## config.mk

```make
export PLATFORM = sky130hd
export DESIGN_NAME = rat_int_ctrl
export DESIGN_NICKNAME = d
export VERILOG_FILES = /design/src/rtl/rat_int_ctrl.sv
export SDC_FILE = /design/constraint.sdc
export NUM_CORES = 1
export LEC_CHECK = 0
export CAP_MARGIN = 20
export CORE_MARGIN = 1.5
export CORE_UTILIZATION = 42
export DETAILED_ROUTE_END_ITERATION = 8
export PLACE_DENSITY = 0.82
export SETUP_SLACK_MARGIN = 0.02
export SLEW_MARGIN = 25
export SYNTH_ARGS = -nofsm -noshare
export SYNTH_HDL_FRONTEND = slang
export SYNTH_SLANG_ARGS = --single-unit
```

## constraint.sdc

```tcl
create_clock -name CLK -period 4.9 [get_ports CLK]
set_clock_uncertainty 0.05 [all_clocks]
set_input_delay 0.49 -clock CLK [delete_from_list [all_inputs] [get_ports CLK]]
set_output_delay 0.49 -clock CLK [all_outputs]
set_load 0.02 [all_outputs]
```

## src/rtl/rat_int_ctrl.sv

```systemverilog
// Port-mapped interrupt controller for the RAT MCU: MASK/PEND/ACK/ID at BASE_ID+0..3.
// Define RAT_INTC_EDGE_EN for rising-edge capture with W1C acknowledge; default is level capture.
module rat_int_ctrl #(
  parameter int unsigned N_SRC   = 4,
  parameter logic [7:0]  BASE_ID = 8'hF0,
  parameter int unsigned GAP_CYC = 2
) (
  input  logic             CLK,
  input  logic             RESET,
  input  logic [N_SRC-1:0] IRQ,
  input  logic [7:0]       PORT_ID,
  input  logic [7:0]       OUT_PORT,
  input  logic             IO_STRB,
  output logic [7:0]       IN_DATA,
  output logic             IN_SEL,
  output logic             INT_R
);

  localparam int unsigned GW = (GAP_CYC < 2) ? 1 : $clog2(GAP_CYC);

  typedef enum logic [1:0] {IDLE, ASSERT, GAP} state_e;

  state_e           state_q, state_d;
  logic [N_SRC-1:0] mask_q, mask_d;
  logic [N_SRC-1:0] pend_q, pend_d;
  logic [2:0]       cur_id_q, cur_id_d;
  logic [GW-1:0]    gap_q, gap_d;

  logic [7:0] mask_ext, pend_ext, req_ext;
  logic [2:0] win_id;
  logic       wr_mask;
  logic       cur_exit;

  assign wr_mask = IO_STRB && (PORT_ID == BASE_ID);
  assign mask_d  = wr_mask ? OUT_PORT[N_SRC-1:0] : mask_q;

`ifdef RAT_INTC_EDGE_EN
  logic [N_SRC-1:0] irq_prev_q;
  logic             wr_ack;

  assign wr_ack = IO_STRB && (PORT_ID == BASE_ID + 8'd2);
  // A new edge on a bit beats a same-cycle acknowledge of that bit.
  assign pend_d = (pend_q & ~(wr_ack ? OUT_PORT[N_SRC-1:0] : '0)) | (IRQ & ~irq_prev_q);
  assign cur_exit = (wr_ack && OUT_PORT[cur_id_q]) || (wr_mask && !OUT_PORT[cur_id_q]);

  always_ff @(posedge CLK) begin
    if (RESET) irq_prev_q <= '0;
    else       irq_prev_q <= IRQ;
  end
`else
  assign pend_d   = IRQ;
  assign cur_exit = !pend_ext[cur_id_q] || (wr_mask && !OUT_PORT[cur_id_q]);
`endif

  always_comb begin
    mask_ext = '0;
    pend_ext = '0;
    mask_ext[N_SRC-1:0] = mask_q;
    pend_ext[N_SRC-1:0] = pend_q;
    req_ext  = mask_ext & pend_ext;
    win_id   = '0;
    // Scan downwards so the lowest pending index is the last one kept.
    for (int unsigned i = 8; i > 0; i--) begin
      if (req_ext[i-1]) win_id = 3'(i - 1);
    end
  end

  always_comb begin
    state_d  = state_q;
    cur_id_d = cur_id_q;
    gap_d    = gap_q;
    case (state_q)
      IDLE: begin
        if (|req_ext) begin
          cur_id_d = win_id;
          state_d  = ASSERT;
        end
      end
      ASSERT: begin
        if (cur_exit) begin
          gap_d   = '0;
          state_d = GAP;
        end
      end
      GAP: begin
        if (gap_q == GW'(GAP_CYC - 1)) state_d = IDLE;
        else                           gap_d   = gap_q + GW'(1);
      end
      default: state_d = IDLE;
    endcase
  end

  always_ff @(posedge CLK) begin
    if (RESET) begin
      state_q  <= IDLE;
      mask_q   <= '0;
      pend_q   <= '0;
      cur_id_q <= '0;
      gap_q    <= '0;
    end else begin
      state_q  <= state_d;
      mask_q   <= mask_d;
      pend_q   <= pend_d;
      cur_id_q <= cur_id_d;
      gap_q    <= gap_d;
    end
  end

  assign INT_R = (state_q == ASSERT);

  always_comb begin
    IN_DATA = '0;
    IN_SEL  = 1'b0;
    if (PORT_ID == BASE_ID) begin
      IN_SEL  = 1'b1;
      IN_DATA = mask_ext;
    end else if (PORT_ID == BASE_ID + 8'd1) begin
      IN_SEL  = 1'b1;
      IN_DATA = pend_ext;
    end else if (PORT_ID == BASE_ID + 8'd3) begin
      IN_SEL  = 1'b1;
      IN_DATA = {(state_q == ASSERT), 4'b0000, cur_id_q};
    end
  end

endmodule
```

==> impl_metrics.py <==
metrics = {
    "floorplan": {
        "coreArea_sq_mm": 0.00152,
        "start_util_pct": 45.9,
        "die_h_microns": 43.8,
        "die_area_sq_mm": 0.00192,
        "rows": 14,
        "die_w_microns": 43.8,
        "io_pins": 33,
    },
    "route": {
        "via_per_inst": 5.35,
        "drt-total-wl_mm": 1.39,
        "firstDrtPassIters": 4,
        "drc": 0,
        "route.vias.total": 631,
        "ant_nets": 0,
        "drt_iter0_drc": 10,
        "wl_per_cell_microns": 11.8,
    },
    "setup_path": {
        "ff2ff_path_depth": 4,
        "critPathMaxFanout": 5,
        "cp.arrival_ns": 2.34,
        "start_kind": "input pin",
        "cp-end-kind": "primary output",
        "worstPathRequired_ns": 4.36,
        "critPathKind": "in2out",
    },
    "hold_path": {
        "worstHoldPathCells": 2,
        "hold_class": "reg2reg",
    },
    "logic_synthesis": {
        "synthTopCellsByCount": "13 x dfxtp_1, 9 x nor2_1, 8 x mux2i_1",
        "synthTopCellsByArea": "dfxtp_1 37%, mux2i_1 11%, nor2_1 4.8%, mux4_1 3.8%, a21oi_1 3.6%",
        "synth_area_sq_um": 699,
        "ys_seq_area_share_pct": 37.2,
        "yosys_warnings": 0,
        "synth_area_leader_cell": "dfxtp_1",
        "syn_area_per_cell_sq_um": 9.08,
        "synth_flop_cell": "dfxtp_1",
        "yosysUniqueCellTypes": 29,
        "synth-edff-count": 0,
        "yosysMostFrequentCell": "dfxtp_1",
        "async_flop_share_pct": 0,
        "netlist.area_leader.share_pct": 37.2,
        "syn_inst": 77,
        "ys_seq_elements": 13,
    },
    "global_route": {
        "grt_pass1_vias": 609,
        "grt_pass1_wl_mm": 2.46,
        "track_usage_pct": 16.9,
        "grt_max_degree": 14,
        "antenna_found_initial": 0,
        "grt_overflow": 0,
    },
    "clocking": {
        "cts_inserted_buffers": 3,
        "insertion_delay_ns": 0.28,
        "cts_sinks": 13,
        "ctsRootBufferMaster": "clkbuf_4",
        "hold_buffers": 0,
        "postCtsSetupBuffers": 0,
        "clockBufferDepth": 2,
        "cts_resized": 0,
        "htreeDepth": 1,
        "clkTransAtPathRegs_ns": 0.07,
        "cts_tree": "yes",
    },
    "timing": {
        "drv_slew": 0,
        "setup-violations-final": 0,
        "max_freq_mhz": 347,
        "period_share_pct": 58.8,
        "rsz0062_at_grt": "false",
        "hold_viol": 0,
        "timing.setup.tns_ns": 0,
        "layout_min_cycle_time_ns": 2.88,
        "timing.hold.ws_ns": 0.465,
    },
    "finish": {
        "drive_gt1_share_pct": 7.84,
        "antenna_cells": 0,
        "final_nets": 126,
        "areaGrowthSynthToFinish_pct": 38.5,
    },
    "place": {
        "io_buffers": 25,
        "gp_congestion": 0.799,
        "hpwl_mm": 1.15,
    },
    "power": {
        "leakage_nw": 0.375,
        "ir_drop_uv": 165,
        "powerDensity_mw_per_mm2": 208,
    },
    "flow_run": {
        "cap_violations": 0,
    },
    "outcome": {
        "status": "finished, final reports clean",
    },
}
-- kinds of logic (layout without fill, tap and decap cells) --
group | after synthesis | in the layout | synth area share, %
flip-flops | 13 | 13 | 37.2
AO/OA/AOI/OAI | 15 | 15 | 14.8
AND/OR/NAND/NOR | 29 | 29 | 22.4
buffers and inverters | 9 | 32 | 6.62
multiplexers | 10 | 10 | 18.4
other | 1 | 3 | 0.536
-- per-stage QoR --
step	setup slack [ns]	power [mW]	area, sq um	util, %	cells
4_1_cts	2.00	0.203	968	63.5	118
5_1_grt	1.84	0.211	968	63.5	118
6_report	2.02	0.201	968	63.5	118
2_1_floorplan	2.83	0.124	707	-	79
3_5_place_dp	1.99	0.139	942	61.8	114
3_3_place_gp	2.02	0.138	942	61.8	114
-- layout by cell type (no fill, tap or decap), types with 2 or more instances in the layout --
| cell | instances |
|---|---|
| nand2b_1 | 2 |
| or3_1 | 2 |
| dfxtp_1 | 13 |
| nor2b_1 | 4 |
| nor3_1 | 4 |
| a21oi_1 | 5 |
| a31oi_1 | 2 |
| clkdlybuf4s50_1 | 25 |
| clkbuf_4 | 3 |
| nand2_1 | 3 |
| inv_1 | 3 |
| mux2i_1 | 8 |
| a22o_1 | 2 |
| nor2_1 | 9 |
| conb_1 | 3 |
-- where the power goes --
group | switching, mW | internal, mW
Combinational | 0.0104 | 0.0172
Sequential | 0.00181 | 0.107
Clock | 0.0328 | 0.0316
-- worst paths after layout --
path / start / to / slack [ns]
setup reg to reg: cur_id_q[0] / gap_q / 3.16
setup / recovery: PORT_ID[6] / IN_DATA[7] / 2.02
hold reg to reg: cur_id_q[0] / cur_id_q[0] / 0.47
hold / removal: cur_id_q[0] / cur_id_q[0] / 0.47
-- final cells by class --
cell class | instances | area [sq um]
fill | 138 | 556
clock buffer | 4 | 26.3
inverter | 3 | 11.3
tap | 16 | 20.0
timing repair buffer | 25 | 250
sequential | 13 | 260
multi-input combinational | 57 | 400
-- state kept, by name, indices dropped and copies added, names as in the netlist --
signal / flops
cur_id_q: 2
gap_q: 1
mask_q: 4
pend_q: 4
state_q: 2
-- critical path, stage by stage --
cell	delay, ns
clkdlybuf4s50_1	0.46
nand4_1	0.18
or3_1	0.41
nor3_1	0.18
clkdlybuf4s50_1	0.62
-- metal layers --
layer	routed length [microns]	vias to the layer above	part of all wire, %	global-route usage (%)
met2	660	31	47	28.5
met3	145	2	10	3.75
met4	19	0	1.4	7.27
li1	-	322	-	-
met5	0	-	0	0
met1	565	276	41	20.5
Power figures use the tool's default switching activity.
